`src/rtl/simd_upstream_intf_pkg.sv`:
```
// simd_upstream_intf_pkg
// Shared definitions for the SIMD upstream packetizer: upstream control
// encodings, header word type, header/OOB field offsets and FSM states.
package simd_upstream_intf_pkg;

   // sui__sti__cntl encodings
   localparam logic [1:0] CNTL_MOP = 2'b00;
   localparam logic [1:0] CNTL_SOP = 2'b01;
   localparam logic [1:0] CNTL_EOP = 2'b10;

   // sui__sti__type value carried by the header word
   localparam logic [1:0] TYPE_HDR = 2'b11;

   // Header data word: {zeros, peId, tag, count}
   localparam int unsigned HDR_CNT_LSB  = 0;
   localparam int unsigned HDR_TAG_LSB  = 8;
   localparam int unsigned HDR_PEID_LSB = 16;

   // Header OOB word: {peId, tag, count[7:0], 8'h00}
   localparam int unsigned OOB_CNT_LSB  = 8;
   localparam int unsigned OOB_TAG_LSB  = 16;
   localparam int unsigned OOB_PEID_LSB = 24;

   typedef enum logic [1:0] {
      ST_IDLE = 2'd0,
      ST_HDR  = 2'd1,
      ST_DATA = 2'd2
   } sui_state_e;

endpackage

```
`src/rtl/simd_upstream_intf_if.sv`:
```
// simd_upstream_intf_if
// Bundles the SIMD result handshake (simd__sui__* / sui__simd__ready) and
// the stack interface upstream port (sui__sti__* / sti__sui__ready).
//   slave  : packetizer view (consumes SIMD words, produces upstream words)
//   master : environment view (SIMD producer plus stack interface consumer)
interface simd_upstream_intf_if #(
   parameter int unsigned DATA_W = 64,
   parameter int unsigned OOB_W  = 32
);
   logic              simd__sui__valid;
   logic              sui__simd__ready;
   logic [DATA_W-1:0] simd__sui__data;
   logic [1:0]        simd__sui__type;
   logic              simd__sui__last;
   logic [7:0]        simd__sui__tag;

   logic              sui__sti__valid;
   logic [1:0]        sui__sti__cntl;
   logic              sti__sui__ready;
   logic [1:0]        sui__sti__type;
   logic [DATA_W-1:0] sui__sti__data;
   logic [OOB_W-1:0]  sui__sti__oob_data;

   modport slave (
      input  simd__sui__valid, simd__sui__data, simd__sui__type,
             simd__sui__last, simd__sui__tag, sti__sui__ready,
      output sui__simd__ready, sui__sti__valid, sui__sti__cntl,
             sui__sti__type, sui__sti__data, sui__sti__oob_data
   );

   modport master (
      output simd__sui__valid, simd__sui__data, simd__sui__type,
             simd__sui__last, simd__sui__tag, sti__sui__ready,
      input  sui__simd__ready, sui__sti__valid, sui__sti__cntl,
             sui__sti__type, sui__sti__data, sui__sti__oob_data
   );
endinterface

```
`src/rtl/simd_upstream_fifo.sv`:
```
// simd_upstream_fifo
// Generic synchronous FIFO with first-word fall-through read data.
//   clk, rst_n : clock, asynchronous active-low reset
//   push, din  : write request and data (ignored when full)
//   pop, dout  : read request (ignored when empty) and head entry
//   full, empty, count : occupancy status; count is $clog2(DEPTH)+1 bits
// Simultaneous push and pop leaves count unchanged.
module simd_upstream_fifo #(
   parameter int unsigned WIDTH = 8,
   parameter int unsigned DEPTH = 16
) (
   input  logic                   clk,
   input  logic                   rst_n,
   input  logic                   push,
   input  logic [WIDTH-1:0]       din,
   input  logic                   pop,
   output logic [WIDTH-1:0]       dout,
   output logic                   full,
   output logic                   empty,
   output logic [$clog2(DEPTH):0] count
);
   localparam int unsigned AW = $clog2(DEPTH);
   localparam logic [AW:0] DEPTH_CNT = DEPTH[AW:0];

   logic [WIDTH-1:0] mem [DEPTH];
   logic [AW-1:0]    wr_ptr, rd_ptr;
   logic             wr_en, rd_en;

   assign wr_en = push && !full;
   assign rd_en = pop && !empty;
   assign full  = (count == DEPTH_CNT);
   assign empty = (count == '0);
   assign dout  = mem[rd_ptr];

   always_ff @(posedge clk or negedge rst_n) begin
      if (!rst_n) begin
         wr_ptr <= '0;
         rd_ptr <= '0;
         count  <= '0;
      end else begin
         if (wr_en) wr_ptr <= wr_ptr + 1'b1;
         if (rd_en) rd_ptr <= rd_ptr + 1'b1;
         unique case ({wr_en, rd_en})
            2'b10:   count <= count + 1'b1;
            2'b01:   count <= count - 1'b1;
            default: ;
         endcase
      end
   end

   always_ff @(posedge clk) begin
      if (wr_en) mem[wr_ptr] <= din;
   end
endmodule

```
`src/rtl/simd_upstream_intf.sv`:
```
// simd_upstream_intf
// Store-and-forward packetizer from the PE SIMD result path to the stack
// interface upstream port. Each packet goes out as one header word (SOP)
// followed by its data words (MOP..., EOP).
//   clk, reset_poweron : clock, asynchronous active-low reset
//   sys__pe__peId      : PE identifier, static after reset
//   bus (slave)        : SIMD input handshake and upstream output handshake
//   sui__simd__err     : sticky flag, set when a packet is cut at FIFO_DEPTH words
//   sui__simd__pkt_count : EOP transfers since reset (16-bit, wraps); present
//                          only when SIMD_UPSTREAM_INTF_PERF_CNT_EN is defined
module simd_upstream_intf
   import simd_upstream_intf_pkg::*;
#(
   parameter int unsigned DATA_W     = 64,
   parameter int unsigned OOB_W      = 32,
   parameter int unsigned FIFO_DEPTH = 16
) (
   input  logic                        clk,
   input  logic                        reset_poweron,
   input  logic [7:0]                  sys__pe__peId,
   simd_upstream_intf_if.slave         bus,
   output logic                        sui__simd__err
`ifdef SIMD_UPSTREAM_INTF_PERF_CNT_EN
   ,
   output logic [15:0]                 sui__simd__pkt_count
`endif
);
   localparam int unsigned CW     = $clog2(FIFO_DEPTH) + 1;
   localparam int unsigned LAST_I = FIFO_DEPTH - 1;
   localparam logic [CW-1:0] LAST_IDX = LAST_I[CW-1:0];

   // ---------------- input side ----------------
   logic              ready_en_q, in_ready, acc, at_limit, last_eff;
   logic [CW-1:0]     wcnt_q;
   logic [7:0]        tag_q, tag_eff;

   logic [DATA_W+2:0] d_din, d_dout;
   logic              d_pop, d_full, d_empty;
   logic [CW-1:0]     d_count;
   logic [CW+7:0]     p_din, p_dout;
   logic              p_push, p_pop, p_full, p_empty;
   logic [CW-1:0]     p_count;
   logic              unused_fifo_status;

   // The packet FIFO is also checked so a burst of tiny packets cannot
   // overflow it while the packet in flight still holds its entry.
   assign in_ready = ready_en_q && !d_full && !p_full;
   assign bus.sui__simd__ready = in_ready;
   assign acc      = bus.simd__sui__valid && in_ready;
   assign at_limit = (wcnt_q == LAST_IDX);
   assign last_eff = bus.simd__sui__last || at_limit;
   assign tag_eff  = (wcnt_q == '0) ? bus.simd__sui__tag : tag_q;
   assign d_din    = {bus.simd__sui__data, bus.simd__sui__type, last_eff};
   assign p_push   = acc && last_eff;
   assign p_din    = {tag_eff, wcnt_q + 1'b1};
   assign unused_fifo_status = ^{d_empty, d_count, p_count};

   always_ff @(posedge clk or negedge reset_poweron) begin
      if (!reset_poweron) begin
         ready_en_q     <= 1'b0;
         wcnt_q         <= '0;
         tag_q          <= '0;
         sui__simd__err <= 1'b0;
      end else begin
         ready_en_q <= 1'b1;
         if (acc) begin
            if (wcnt_q == '0) tag_q <= bus.simd__sui__tag;
            wcnt_q <= last_eff ? '0 : wcnt_q + 1'b1;
            if (at_limit && !bus.simd__sui__last) sui__simd__err <= 1'b1;
         end
      end
   end

   simd_upstream_fifo #(.WIDTH(DATA_W + 3), .DEPTH(FIFO_DEPTH)) u_data_fifo (
      .clk(clk), .rst_n(reset_poweron), .push(acc), .din(d_din), .pop(d_pop),
      .dout(d_dout), .full(d_full), .empty(d_empty), .count(d_count)
   );

   simd_upstream_fifo #(.WIDTH(CW + 8), .DEPTH(FIFO_DEPTH)) u_pkt_fifo (
      .clk(clk), .rst_n(reset_poweron), .push(p_push), .din(p_din), .pop(p_pop),
      .dout(p_dout), .full(p_full), .empty(p_empty), .count(p_count)
   );

   // ---------------- output side ----------------
   sui_state_e        state_q, state_d;
   logic              valid_q, valid_d, load_word, xfer;
   logic [1:0]        cntl_q, cntl_d, type_q, type_d;
   logic [DATA_W-1:0] data_q, data_d;
   logic [OOB_W-1:0]  oob_q, oob_d;
   logic [7:0]        p_tag;
   logic [CW-1:0]     p_cnt;

   assign p_tag = p_dout[CW+7:CW];
   assign p_cnt = p_dout[CW-1:0];
   assign xfer  = valid_q && bus.sti__sui__ready;

   always_ff @(posedge clk or negedge reset_poweron) begin
      if (!reset_poweron) begin
         state_q <= ST_IDLE;
         valid_q <= 1'b0;
         cntl_q  <= '0;
         type_q  <= '0;
         data_q  <= '0;
         oob_q   <= '0;
      end else begin
         state_q <= state_d;
         valid_q <= valid_d;
         cntl_q  <= cntl_d;
         type_q  <= type_d;
         data_q  <= data_d;
         oob_q   <= oob_d;
      end
   end

   // The output register only changes on entry to HDR or on a transfer,
   // so valid and payload hold steady under backpressure.
   always_comb begin
      state_d   = state_q;
      valid_d   = valid_q;
      cntl_d    = cntl_q;
      type_d    = type_q;
      data_d    = data_q;
      oob_d     = oob_q;
      load_word = 1'b0;
      d_pop     = 1'b0;
      p_pop     = 1'b0;
      unique case (state_q)
         ST_IDLE: begin
            if (!p_empty) begin
               state_d = ST_HDR;
               valid_d = 1'b1;
               cntl_d  = CNTL_SOP;
               type_d  = TYPE_HDR;
               data_d  = '0;
               data_d[HDR_CNT_LSB  +: 8] = 8'(p_cnt);
               data_d[HDR_TAG_LSB  +: 8] = p_tag;
               data_d[HDR_PEID_LSB +: 8] = sys__pe__peId;
               oob_d   = '0;
               oob_d[OOB_CNT_LSB  +: 8] = 8'(p_cnt);
               oob_d[OOB_TAG_LSB  +: 8] = p_tag;
               oob_d[OOB_PEID_LSB +: 8] = sys__pe__peId;
            end
         end
         ST_HDR: begin
            if (xfer) begin
               state_d   = ST_DATA;
               load_word = 1'b1;
            end
         end
         ST_DATA: begin
            if (xfer) begin
               if (cntl_q == CNTL_EOP) begin
                  state_d = ST_IDLE;
                  p_pop   = 1'b1;
                  valid_d = 1'b0;
                  cntl_d  = '0;
                  type_d  = '0;
                  data_d  = '0;
                  oob_d   = '0;
               end else begin
                  load_word = 1'b1;
               end
            end
         end
         default: state_d = ST_IDLE;
      endcase
      if (load_word) begin
         d_pop   = 1'b1;
         valid_d = 1'b1;
         cntl_d  = d_dout[0] ? CNTL_EOP : CNTL_MOP;
         type_d  = d_dout[2:1];
         data_d  = d_dout[DATA_W+2:3];
         oob_d   = '0;
      end
   end

   assign bus.sui__sti__valid    = valid_q;
   assign bus.sui__sti__cntl     = cntl_q;
   assign bus.sui__sti__type     = type_q;
   assign bus.sui__sti__data     = data_q;
   assign bus.sui__sti__oob_data = oob_q;

`ifdef SIMD_UPSTREAM_INTF_PERF_CNT_EN
   always_ff @(posedge clk or negedge reset_poweron) begin
      if (!reset_poweron) sui__simd__pkt_count <= '0;
      else if (p_pop)     sui__simd__pkt_count <= sui__simd__pkt_count + 1'b1;
   end
`endif
endmodule

```
`src/flat_wrapper.sv`:
```
// flat-port wrapper written by rule: the top's interface ports become plain ports
module simd_upstream_intf_flat import simd_upstream_intf_pkg::*;
#(
   parameter int unsigned DATA_W     = 64,
   parameter int unsigned OOB_W      = 32,
   parameter int unsigned FIFO_DEPTH = 16
)
  (clk, reset_poweron, sys__pe__peId, sui__simd__err, bus_simd__sui__valid, bus_simd__sui__data, bus_simd__sui__type, bus_simd__sui__last, bus_simd__sui__tag, bus_sti__sui__ready, bus_sui__simd__ready, bus_sui__sti__valid, bus_sui__sti__cntl, bus_sui__sti__type, bus_sui__sti__data, bus_sui__sti__oob_data);
  simd_upstream_intf_if #(.DATA_W(DATA_W), .OOB_W(OOB_W)) bus_i ();
  input  logic clk;
  input  logic reset_poweron;
  input  logic [7:0] sys__pe__peId;
  output logic sui__simd__err;
  input wire logic [$bits(bus_i.simd__sui__valid)-1:0] bus_simd__sui__valid;
  input wire logic [$bits(bus_i.simd__sui__data)-1:0] bus_simd__sui__data;
  input wire logic [$bits(bus_i.simd__sui__type)-1:0] bus_simd__sui__type;
  input wire logic [$bits(bus_i.simd__sui__last)-1:0] bus_simd__sui__last;
  input wire logic [$bits(bus_i.simd__sui__tag)-1:0] bus_simd__sui__tag;
  input wire logic [$bits(bus_i.sti__sui__ready)-1:0] bus_sti__sui__ready;
  output wire logic [$bits(bus_i.sui__simd__ready)-1:0] bus_sui__simd__ready;
  output wire logic [$bits(bus_i.sui__sti__valid)-1:0] bus_sui__sti__valid;
  output wire logic [$bits(bus_i.sui__sti__cntl)-1:0] bus_sui__sti__cntl;
  output wire logic [$bits(bus_i.sui__sti__type)-1:0] bus_sui__sti__type;
  output wire logic [$bits(bus_i.sui__sti__data)-1:0] bus_sui__sti__data;
  output wire logic [$bits(bus_i.sui__sti__oob_data)-1:0] bus_sui__sti__oob_data;
  assign bus_i.simd__sui__valid = bus_simd__sui__valid;
  assign bus_i.simd__sui__data = bus_simd__sui__data;
  assign bus_i.simd__sui__type = bus_simd__sui__type;
  assign bus_i.simd__sui__last = bus_simd__sui__last;
  assign bus_i.simd__sui__tag = bus_simd__sui__tag;
  assign bus_i.sti__sui__ready = bus_sti__sui__ready;
  assign bus_sui__simd__ready = bus_i.sui__simd__ready;
  assign bus_sui__sti__valid = bus_i.sui__sti__valid;
  assign bus_sui__sti__cntl = bus_i.sui__sti__cntl;
  assign bus_sui__sti__type = bus_i.sui__sti__type;
  assign bus_sui__sti__data = bus_i.sui__sti__data;
  assign bus_sui__sti__oob_data = bus_i.sui__sti__oob_data;
  simd_upstream_intf #(.DATA_W(DATA_W), .OOB_W(OOB_W), .FIFO_DEPTH(FIFO_DEPTH)) u_core (.clk(clk), .reset_poweron(reset_poweron), .sys__pe__peId(sys__pe__peId), .bus(bus_i), .sui__simd__err(sui__simd__err));
endmodule
```
`config.mk`:
```
export PLATFORM = sky130hd
export DESIGN_NAME = simd_upstream_intf_flat
export DESIGN_NICKNAME = d
export VERILOG_FILES = /design/src/rtl/simd_upstream_intf_pkg.sv /design/src/rtl/simd_upstream_intf_if.sv /design/src/rtl/simd_upstream_fifo.sv /design/src/rtl/simd_upstream_intf.sv /design/src/flat_wrapper.sv
export SDC_FILE = /design/constraint.sdc
export NUM_CORES = 2
export LEC_CHECK = 0
export CELL_PAD_IN_SITES_DETAIL_PLACEMENT = 1
export CELL_PAD_IN_SITES_GLOBAL_PLACEMENT = 2
export CORE_ASPECT_RATIO = 1.5
export CORE_UTILIZATION = 30
export CTS_CLUSTER_DIAMETER = 100
export DETAILED_ROUTE_END_ITERATION = 7
export GPL_ROUTABILITY_DRIVEN = 0
export GPL_TIMING_DRIVEN = 0
export PLACE_DENSITY = 0.53
export SYNTH_ARGS = -nofsm -noshare
export SYNTH_HDL_FRONTEND = slang
export SYNTH_SLANG_ARGS = --single-unit
```
`constraint.sdc`:
```
create_clock -name clk -period 6.75 [get_ports clk]
set_input_delay 1.35 -clock clk [delete_from_list [all_inputs] [get_ports clk]]
set_output_delay 1.35 -clock clk [all_outputs]
set_load 0.05 [all_outputs]
```
==> flow_metrics.tcl <==
set metrics [dict create \
    outcome "complete, no violations" \
    pre_cts_slack_ns 1.601 \
    synth_seq_cells 1413 \
    rows 190 \
    holdCritPathClass "reg -> reg" \
    dr_total_vias 25853 \
    pin_count 190 \
    clock_sinks 1413 \
    firstDrtPassIters 4 \
    wl_mm 155.7 \
    worstReg2RegStart "u_core.u_pkt_fifo.count[1]" \
    drive_above_1_share_pct 26.63 \
    root_buffer "clkbuf_16" \
    grt_util_all_layers_pct 17.16 \
    grt_pass1_wl_mm 218.0 \
    worst_slew_pin_slew_ns 1.363 \
    critPathCaptureType "register" \
    first_iter_violations 1874 \
    fin_worst_skew_ns 0.04293 \
    synth_flop_cell "edfxtp_1" \
    drc 0 \
    irDropWorstVdd_v 0.0002570 \
    setup_violations 0 \
    fin_crit_sh_pct 64.51 \
    fp.dieW_um 349.1 \
    start_util_pct 30.28 \
    postLayoutCoreUtil_pct 36.24 \
    final_area_um2 64870 \
    max_freq_mhz 229.7 \
    mostFrequentLayoutCell "edfxtp_1" \
    slew_violations 0 \
    postCtsSetupBuffers 0 \
    regToRegEndpoint "u_core.u_data_fifo.mem[6][60]" \
    maxCapViolations 0 \
    die_h_um 522.6 \
    slew_headroom_pct 6.818 \
    synth_edf_count 1280 \
    gr-total-overflow 0 \
    grt_max_degree 78 \
    cts.path.max_buffers 3 \
    place_hpwl_mm 99.33 \
    syn_avg_cell_area_um2 23.00 \
    r2r_slack_ns 2.40 \
    crit_type "reg -> reg" \
    rsz0062_at_grt "false" \
    seq_area_frac_synth_pct 77.06 \
    die_area_um2 182400 \
    syn-instance-count 2357 \
    timing.final.ws_setup_ns 2.396 \
    postCtsHoldBufs 0 \
    final-instance-count-excl-fill 5287 \
    clk_latency_ns 0.80 \
    antenna_found_initial 25 \
    fin_nets 2877 \
    reg2regPathDepth 12 \
    synth_area_um2 54200 \
    core_region_area_um2 179000 \
    crit_fanout 10 \
    clkTransAtPathRegs_ns 0.06 \
    cp-start-kind "register" \
    min_path_cells 1 \
    arrival_ns 4.83 \
    async_flop_share_pct 9.413 \
    p_per_area_nw_per_um2 271.5 \
    tritoncts "built" \
    htreeDepth 4 \
    whs_endpoint "u_core.bus.sui__sti__oob_data[23]" \
    drt-vias-per-instance 4.890 \
    ant_nets 0 \
    critPathRequiredTime_ns 7.23 \
    cts_resized 0 \
    min_from "u_core.bus.sui__sti__oob_data[23]" \
    p_leak_nw 20.26 \
    numPortBuffers 178 \
    first_global_vias 28623 \
    synthToLayoutAreaGrowth_pct 19.68 \
    avgRoutedWirePerCell_um 29.45 \
    hold_viol_final 0 \
    cts_buffers 144 \
    setup_tns_ns 0 \
    synth_cell_types 49 \
    layout_common_cells "edfxtp_1, mux4_2, clkdlybuf4s50_1, clkbuf_16, dfrtp_1" \
    fin_crit_ns 4.354 \
    place_inst 5018 \
    ys_warn_count 0 \
    place_area_um2 60210 \
]
critical path: stages (launching register included):
cell and delay (ns):
dfrtp_1 0.31, buf_2 0.18, nor4_1 0.10, a221oi_1 0.65, and2_1 0.29, buf_2 0.40
buf_4 0.32, nand2_1 0.19, nor3b_2 0.76, buf_6 0.26, buf_6 0.19, buf_8 0.17
buf_6 0.19
worst max-delay path by stage:
stage	start	to	slack, ns	depth (start not counted)
6_report	u_core.u_pkt_fifo.count[1]	u_core.u_data_fifo.mem[6][60]	2.40	12
5_1_grt	bus_simd__sui__last	u_core.u_pkt_fifo.count[4]	2.10	13
4_1_cts	u_core.u_pkt_fifo.count[1]	u_core.u_data_fifo.mem[6][8]	2.29	12
3_5_place_dp	bus_simd__sui__last	u_core.u_pkt_fifo.count[4]	1.60	13
3_3_place_gp	bus_simd__sui__valid	u_core.u_data_fifo.mem[6][61]	-10.29	6
2_1_floorplan	u_core.u_pkt_fifo.count[1]	u_core.u_data_fifo.mem[4][0]	-1.41	8
layer usage:
metal	wire [um]	track usage, %
met1	62230	20.56
met2	82170	30.78
met3	7340	3.554
met4	3720	5.079
met5	218	0
synthesized netlist by cell type (17+ instances only):
| library cell | number | area share [%] |
|---|---|---|
| dfrtp_1 | 133 | 6.1 |
| edfxtp_1 | 1280 | 71 |
| clkbuf_1 | 44 | 0.30 |
| a211oi_1 | 27 | 0.37 |
| nand2_1 | 17 | 0.12 |
| buf_6 | 23 | 0.48 |
| nor2b_1 | 19 | 0.22 |
| ha_1 | 25 | 0.58 |
| and2_1 | 23 | 0.27 |
| mux2_2 | 23 | 0.48 |
| mux4_2 | 370 | 15 |
| mux2i_1 | 32 | 0.59 |
| a22o_1 | 53 | 0.86 |
| inv_1 | 29 | 0.20 |
| buf_2 | 40 | 0.37 |
power by group:
part	internal [mW]	total (mW)	switching, mW	leakage, nW
logic	0.0504	0.176	0.125	4.93
clock network	4.44	7.92	3.47	2.26
registers	9.52	9.52	0.0000917	13.1
total	14.0	17.6	3.60	20.3
per-stage QoR:
step | hold slack [ns] | power [mW]
2_1_floorplan | 0.4684 | 9.723
3_3_place_gp | 0.4597 | 9.862
3_5_place_dp | 0.4659 | 9.880
4_1_cts | 0.4800 | 17.85
5_1_grt | 0.5006 | 18.13
6_report | 0.4752 | 17.61
kinds of logic (layout without fill, tap and decap cells):
logic type	Yosys count	after routing	synth area share, %
flops	1413	1413	77.06
mux	425	425	16.44
compound gates	186	186	2.599
buf+inv	166	683	1.664
simple gates	115	115	1.221
fa+ha+maj	26	26	0.6141
xor+xnor	24	24	0.3878
other cells	2	15	0.01386
sequential cells by signal (all words and copies together) (netlist names), 4 cells and up:
name,flops
u_core.tag_q,8
u_core.bus.sui__sti__data,64
u_core.u_pkt_fifo.count,5
u_core.u_pkt_fifo.rd_ptr,4
u_core.u_data_fifo.mem,1072
u_core.bus.sui__sti__oob_data,21
u_core.u_pkt_fifo.wr_ptr,4
u_core.u_data_fifo.wr_ptr,4
u_core.u_pkt_fifo.mem,208
u_core.wcnt_q,5
u_core.u_data_fifo.rd_ptr,4
u_core.u_data_fifo.count,5
area by class of cell:
class	count	area (um2)
antenna	3	7.507
buffer	137	793.3
clock buffer	193	3879
clock inverter	73	774.5
fill	17209	114100
inverter	29	108.9
multi-input combinational	788	11650
sequential	1413	41770
tap	2400	3003
timing repair buffer	251	2885
Power figures use the tool's default switching activity.
